**config.mk**
```make
export PLATFORM = sky130hd
export DESIGN_NAME = modport_decoder
export DESIGN_NICKNAME = d
export VERILOG_FILES = /design/src/rtl/modport_decoder.sv
export SDC_FILE = /design/constraint.sdc
export NUM_CORES = 1
export LEC_CHECK = 0
export CAP_MARGIN = 20
export CORE_AREA = 2 2 100 102
export CTS_CLUSTER_DIAMETER = 120
export DETAILED_ROUTE_END_ITERATION = 10
export DIE_AREA = 0 0 102 104
export RECOVER_POWER = 50
export SLEW_MARGIN = 15
export SYNTH_ARGS = -nofsm -noshare
export SYNTH_HDL_FRONTEND = slang
export SYNTH_SLANG_ARGS = --single-unit
export TNS_END_PERCENT = 10
```
**constraint.sdc**
```tcl
create_clock -name clk -period 1.87 [get_ports clk]
set_clock_uncertainty 0.1 [all_clocks]
set_input_delay 0.374 -clock clk [delete_from_list [all_inputs] [get_ports clk]]
set_output_delay 0.374 -clock clk [all_outputs]
set_load 0.005 [all_outputs]
```
**src/rtl/modport_decoder.sv**
```systemverilog
// RV32I decoder. It latches one instruction, sends its source register addresses over a
// shared port one at a time, then holds the decode until execute and downstream release it.
module modport_decoder #(
    parameter int BUS_WIDTH    = 32,
    parameter int OPCODE_WIDTH = 7,
    parameter int ADDR_WIDTH   = 5
) (
    input  logic                    clk,
    input  logic                    rst,
    input  logic                    instr_valid,
    input  logic [BUS_WIDTH-1:0]    instr,
    input  logic [OPCODE_WIDTH-1:0] op_done,
    input  logic                    next_instr,
    output logic [BUS_WIDTH-1:0]    imme_value,
    output logic [OPCODE_WIDTH-1:0] opcode,
    output logic [ADDR_WIDTH-1:0]   rd_addr,
    output logic [ADDR_WIDTH-1:0]   rs_addr,
    output logic                    rs_addr_sel,
    output logic                    rs_addr_valid
);

    localparam logic [OPCODE_WIDTH-1:0] OPC_OP     = OPCODE_WIDTH'(7'b0110011);
    localparam logic [OPCODE_WIDTH-1:0] OPC_STORE  = OPCODE_WIDTH'(7'b0100011);
    localparam logic [OPCODE_WIDTH-1:0] OPC_BRANCH = OPCODE_WIDTH'(7'b1100011);
    localparam logic [OPCODE_WIDTH-1:0] OPC_OPIMM  = OPCODE_WIDTH'(7'b0010011);
    localparam logic [OPCODE_WIDTH-1:0] OPC_LOAD   = OPCODE_WIDTH'(7'b0000011);
    localparam logic [OPCODE_WIDTH-1:0] OPC_JALR   = OPCODE_WIDTH'(7'b1100111);
    localparam logic [OPCODE_WIDTH-1:0] OPC_LUI    = OPCODE_WIDTH'(7'b0110111);
    localparam logic [OPCODE_WIDTH-1:0] OPC_AUIPC  = OPCODE_WIDTH'(7'b0010111);
    localparam logic [OPCODE_WIDTH-1:0] OPC_JAL    = OPCODE_WIDTH'(7'b1101111);

    typedef enum logic [2:0] {
        S_IDLE,
        S_RS1,
        S_RS2,
        S_WAIT_DONE,
        S_HOLD
    } state_t;

    state_t                  r_state;
    state_t                  w_state_nxt;
    logic [ADDR_WIDTH-1:0]   r_rs1;
    logic [ADDR_WIDTH-1:0]   r_rs2;
    logic                    r_use_rs2;
    logic [OPCODE_WIDTH-1:0] w_opc;
    logic                    w_accept;
    logic                    w_legal;
    logic                    w_use_rs1;
    logic                    w_use_rs2;
    logic                    w_no_rd;
    logic                    w_unused;

    assign w_opc    = instr[OPCODE_WIDTH-1:0];
    assign w_accept = (r_state == S_IDLE) && instr_valid;
    assign w_unused = ^instr[14:12];

    function automatic logic [BUS_WIDTH-1:0] imm_decode(input logic [BUS_WIDTH-1:0] i);
        logic [OPCODE_WIDTH-1:0] op;
        op = i[OPCODE_WIDTH-1:0];
        case (op)
            OPC_OPIMM, OPC_LOAD, OPC_JALR:
                imm_decode = {{(BUS_WIDTH-12){i[31]}}, i[31:20]};
            OPC_STORE:
                imm_decode = {{(BUS_WIDTH-12){i[31]}}, i[31:25], i[11:7]};
            OPC_BRANCH:
                imm_decode = {{(BUS_WIDTH-13){i[31]}}, i[31], i[7], i[30:25], i[11:8], 1'b0};
            OPC_LUI, OPC_AUIPC:
                imm_decode = {i[BUS_WIDTH-1:12], 12'b0};
            OPC_JAL:
                imm_decode = {{(BUS_WIDTH-21){i[31]}}, i[31], i[19:12], i[20], i[30:21], 1'b0};
            default:
                imm_decode = '0;
        endcase
    endfunction

    always_comb begin
        w_legal   = 1'b1;
        w_use_rs1 = 1'b0;
        w_use_rs2 = 1'b0;
        w_no_rd   = 1'b0;
        case (w_opc)
            OPC_OP: begin
                w_use_rs1 = 1'b1;
                w_use_rs2 = 1'b1;
            end
            OPC_STORE, OPC_BRANCH: begin
                w_use_rs1 = 1'b1;
                w_use_rs2 = 1'b1;
                w_no_rd   = 1'b1;
            end
            OPC_OPIMM, OPC_LOAD, OPC_JALR: w_use_rs1 = 1'b1;
            OPC_LUI, OPC_AUIPC, OPC_JAL:   w_use_rs1 = 1'b0;
            default:                       w_legal   = 1'b0;
        endcase
    end

    always_comb begin
        w_state_nxt = r_state;
        case (r_state)
            S_IDLE: begin
                // An illegal opcode is zeroed on the outputs and the decoder stays ready.
                if (instr_valid && w_legal) begin
                    w_state_nxt = w_use_rs1 ? S_RS1 : S_WAIT_DONE;
                end
            end
            S_RS1:       w_state_nxt = r_use_rs2 ? S_RS2 : S_WAIT_DONE;
            S_RS2:       w_state_nxt = S_WAIT_DONE;
            S_WAIT_DONE: if (op_done == opcode) w_state_nxt = S_HOLD;
            S_HOLD:      if (next_instr) w_state_nxt = S_IDLE;
            default:     w_state_nxt = S_IDLE;
        endcase
    end

    always_ff @(posedge clk) begin
        if (rst) begin
            r_state <= S_IDLE;
        end else begin
            r_state <= w_state_nxt;
        end
    end

    always_ff @(posedge clk) begin
        if (w_accept) begin
            r_rs1     <= instr[15 +: ADDR_WIDTH];
            r_rs2     <= instr[20 +: ADDR_WIDTH];
            r_use_rs2 <= w_use_rs2;
        end
    end

    // Port outputs lag the state by one edge: the RS1/RS2 cycles are driven on leaving them.
    always_ff @(posedge clk) begin
        if (rst) begin
            imme_value    <= '0;
            opcode        <= '0;
            rd_addr       <= '0;
            rs_addr       <= '0;
            rs_addr_sel   <= 1'b0;
            rs_addr_valid <= 1'b0;
        end else begin
            rs_addr_valid <= (r_state == S_RS1) || (r_state == S_RS2);
            if (r_state == S_RS1) begin
                rs_addr     <= r_rs1;
                rs_addr_sel <= 1'b0;
            end else if (r_state == S_RS2) begin
                rs_addr     <= r_rs2;
                rs_addr_sel <= 1'b1;
            end
            if (w_accept) begin
                opcode     <= w_legal ? w_opc : '0;
                rd_addr    <= (w_legal && !w_no_rd) ? instr[7 +: ADDR_WIDTH] : '0;
                imme_value <= imm_decode(instr);
            end
        end
    end

endmodule

```
Word-level counts from Yosys, hierarchy flattened. Index checks and enable logic that the tools add are counted.

Muxes and demuxes: 15. Reduce and logical (&&, ||, !) cells: 15. Eq/ne operators: 17.

Operators with widths (count): one-hot mux 32 bit (5 select lines) (1); == test 7 x 6 -> 1 bit, second input constant (3); == test 7 bit, second input constant (3); two-way mux 5 bit (3); one-hot mux 3 bit (5 select lines) (1); == test 7 x 5 -> 1 bit, second input constant (2); two-way mux 3 bit (3); OR reduction 9 bit (1); == test 7 x 2 -> 1 bit, second input constant (1); == test 7 bit (1); two-way mux 7 bit (1); == test 3 x 2 -> 1 bit, second input constant (2); OR reduction 2 bit (3); OR reduction 3 bit (2); OR reduction 6 bit (1); two-way mux 1 bit (5); != test 2 bit, second input constant (2); == test 3 x 1 -> 1 bit, second input constant (1); == test 3 bit, second input constant (1); logical AND 1 bit (3); zero test 3 bit (1); AND reduction 3 bit (1); two-way mux 2 bit (1); != test 2 x 1 -> 1 bit, second input constant (1); 3 further kinds (3).

Input bits: 43. Word-level logic and storage cells: 57. Flip-flop bits (word level): 65.

Depth between registers and ports, before layout.
Depth after elaboration: 6. Mapped depth: 7. Gate-level depth less buffers: 6.

Worst setup path before layout. No wires, ideal clock.

Path kind: input-to-reg. Start point: input port instr[6]. End point: register imme_value[21]. Path buffers: 2. Arrival: 1.348 ns. Data required time: 1.639 ns. Stages on the path: 7. Path slack: 0.290 ns. Path through: buf_2 and2b_1 and3_4 buf_6 and3_1 a21oi_1 o21ai_1.

Word-level cells in the longest chain between the ends: 3.

Ends and longest elaborated chain: from (decl) (line 11) `input logic [BUS_WIDTH-1:0] instr,`; == test 7 x 5 -> 1 bit, or another cell as far along (line 60) `case (op)`; OR reduction 3 bit / OR reduction 2 bit (equally long branches) (line 60); one-hot mux 32 bit (5 select lines) * (line 60); to (signal assigned) (line 151) `imme_value <= imm_decode(instr);`; to (decl) (line 14) `output logic [BUS_WIDTH-1:0] imme_value,`.

Every way passes the cells marked *; elsewhere a longest branch is shown, timed or not. A chain may end at the register's enable or synchronous reset.

Worst setup path in the final report.
Start point: input port instr[4]. End point: register r_state[0].

Word-level cells in the longest chain between the ends: 6.

Ends and longest elaborated chain: == test 7 bit, or another cell as far along (line 81) `case (w_opc)`; OR reduction 9 bit (no line) *; two-way mux 1 bit * (line 81); logical AND 1 bit * (line 102) `if (instr_valid && w_legal) begin`; != test 2 x 1 -> 1 bit (no line) *; AND reduction 3 bit (no line) *; to (signal assigned) (line 118) `r_state <= w_state_nxt;`; to (decl) (line 40) `state_t r_state;`.

Marks and branches as above.

==> qor.yml <==
outcome:
  status: "completed"
placed_design:
  pre_cts_ws_ns: -0.353
  dp_hpwl_mm: 6.46
  io_buffers: 93
  gp_congestion: 0.879
  dp_cells: 545
setup_path:
  r2r_end: "rs_addr[3]$_SDFFE_PP0P_"
  r2r_slack_ns: 0.18
  crit_fanout: 4
  cp.required_ns: 2.05
  critical-path-top-delay-family: "buffers and inverters"
  reg2reg_from: "r_state[0]$_SDFFE_PP0P_"
  crit_end: "r_state[0]$_SDFFE_PP0P_"
  worstSetupPathType: "in -> reg"
  cpPeakStageDelay_ns: 0.52
  startpoint_type: "input pin"
  critPathCaptureType: "flip-flop"
  critical_path.n_buffers_inverters: 2
  critPathLaunch: "instr[4]"
  cp_cell_sequence: "clkdlybuf4s50_1 -> nand2b_4 -> mux2i_2 -> buf_4 -> nand4_1 -> a211o_1 -> o21ai_1"
  cp.depth: 7
  slowest_stage: "clkdlybuf4s50_1"
  reg2reg_depth: 4
  critPathArrivalTime_ns: 1.97
yosys:
  ys_ff_latch: 65
  post-synth-top-area-cell: "dfxtp_1"
  synth_top_family_by_area: "simple AND/OR/NAND/NOR gates"
  synthSimpleGateAreaFrac_pct: 22.2
  synthArstFlopShare_pct: 0
  yosysWarnings: 0
  synthMuxAreaShare_pct: 1.78
  syn-num-nets: 332
  synthTopCellsByArea: "dfxtp_1, edfxtp_1, a21oi_1, nand2_1, o21ai_1"
  synthCells: 289
  yosysUniqueCellTypes: 51
  synth_compound_area_share_pct: 19.4
  synth.top_cell.area_share_pct: 38.5
  synth_ff_type: "dfxtp_1"
  synth-edff-count: 11
  avgSynthCellArea_sq_um: 9.71
  yosysSeqAreaShare_pct: 50.3
  synthesis.area_sq_mm: 0.00281
  synthAdderAreaFrac_pct: 0
  synth_xor_area_share_pct: 2.18
sta:
  hold_viol_final: 0
  fin_crit_ns: 1.79
  finalSetupViolations: 0
  hold_ws_ns: 0.347
  rsz0062_at_grt: "false"
  slew_violations: 0
  setup_slack_ns: 0.0789
  relSlewSlack_pct: 54.3
  period_share_pct: 95.8
  worst_slew_pin_slew_ns: 0.683
  fmax_mhz: 558
route:
  vias_per_cell: 4.75
  num_vias: 2667
  routed_wl_mm: 8.42
  drt_iter0_drc: 112
  ant_nets: 0
  wl_per_cell_microns: 15.0
  drc: 0
  firstDrtPassIters: 4
finish:
  most-common-layout-cells: "dfxtp_1, clkdlybuf4s50_1, dlygate4sd3_1, buf_4, nand2_1"
  diodes: 0
  drive_gt1_share_pct: 18.0
  syn_to_final_growth_pct: 56.6
  nNetsFinal: 466
  layout_commonest_cell: "dfxtp_1"
  finalNonFillerCells: 561
  fin_util_pct: 46.0
clocking:
  cts_buffers: 9
  cts_root_buf: "clkbuf_8"
  clk_latency_ns: 0.34
  cts_hold_buf: 0
  cts_htree_levels: 3
  tritoncts: "yes"
  cts_sinks: 65
  path_clk_slew_ns: 0.07
  clock_path_buffers: 2
global_routing:
  grt-ovfl-total: 0
  grt_max_degree: 31
  grt_pass1_vias: 2721
  antenna_found_initial: 0
  grt_first_pass_wirelength_mm: 13.6
  track_usage_pct: 16.4
floorplanning:
  die-area_sq_mm: 0.0106
  io_pins: 94
  fp.dieH_microns: 104
  core_sq_mm: 0.00955
  die_w_microns: 102
  rows: 36
  start_util_pct: 29.4
hold_path:
  holdPathStages: 2
  worstHoldPathType: "reg -> reg"
job:
  cap_violations: 0
pwr:
  finalPower_w: 0.00388
  ir_worst_vdd_mv: 0.398
  leakage_nw: 1.77
  p_per_area_mw_per_mm2: 884
state kept, by name, summed over array words and instances, names as in the netlist:
register	cells
rs_addr_sel	1
r_state	3
r_rs2	5
rs_addr_valid	1
rs_addr	5
r_rs1	5
r_use_rs2	1
rd_addr	5
imme_value	32
opcode	7
per-stage QoR:
stage / setup TNS (ns) / instance area, sq um
2_1_floorplan: 0 / 2810
3_3_place_gp: -11.66 / 4190
3_5_place_dp: -12.58 / 4190
4_1_cts: 0 / 4390
5_1_grt: 0 / 4390
6_report: 0 / 4390
cells by family (layout without fill, tap and decap cells):
family                 count (synthesis)  in the layout
AND/OR/NAND/NOR                      104            104
flip-flops                            65             65
AO/OA/AOI/OAI                         90             90
buffers and inverters                 18            157
XOR/XNOR                               7              7
multiplexers                           5              5
worst reg2reg max path: stages, from the launching register on:
cell,delay [ns]
dfxtp_1,0.34
clkbuf_1,0.16
nor3b_2,0.59
mux2i_1,0.17
a211oi_1,0.25
report_power, final:
part / switching, W / internal (W) / total [W]
clock network: 0.000562 / 0.000648 / 0.00121
logic: 0.000523 / 0.000485 / 0.00101
registers: 0.0000766 / 0.00159 / 0.00167
layout make-up:
type	count	area [sq um]
fillers	968	5150
well taps	133	166
multi-input cells	206	1290
clock inverters	5	55.1
inverters	2	7.51
clock buffers	11	141
repair buffers	139	1330
flip-flops and latches	65	1410
metal layers:
| metal | global-route usage (%) | up-vias | wire length, microns |
|---|---|---|---|
| met2 | 26.6 | 80 | 4100 |
| met1 | 20.6 | 1258 | 3720 |
| met3 | 5.04 | 12 | 421 |
| li1 | - | 1317 | - |
| met4 | 5.52 | 0 | 172 |
| met5 | 0 | - | 0 |
what timing repair did:
item,4_1_cts,5_1_grt
setup endpoints to repair,0,28
buffers inserted,0,0
resized for setup,0,8
cells in the mapped netlist, drive strengths merged, types with 6 or more instances:
cell type	instances
a211oi	6
a21oi	27
a22oi	9
and3	9
buf	11
dfxtp	54
edfxtp	11
nand2	30
nand3	9
nor2	20
o21ai	31
worst min path at each step:
stage,start,endpoint,slack [ns]
after floorplan,imme_value[1]$_SDFFE_PP0P_,imme_value[1]$_SDFFE_PP0P_,0.34
after global placement,imme_value[15]$_SDFFE_PP0P_,imme_value[15]$_SDFFE_PP0P_,0.34
after detailed placement,imme_value[9]$_SDFFE_PP0P_,imme_value[9]$_SDFFE_PP0P_,0.34
after CTS,imme_value[12]$_SDFFE_PP0P_,imme_value[12]$_SDFFE_PP0P_,0.35
after global routing,imme_value[9]$_SDFFE_PP0P_,imme_value[9]$_SDFFE_PP0P_,0.37
final,imme_value[12]$_SDFFE_PP0P_,imme_value[12]$_SDFFE_PP0P_,0.35
No activity file was read; power rests on OpenSTA's default activity.
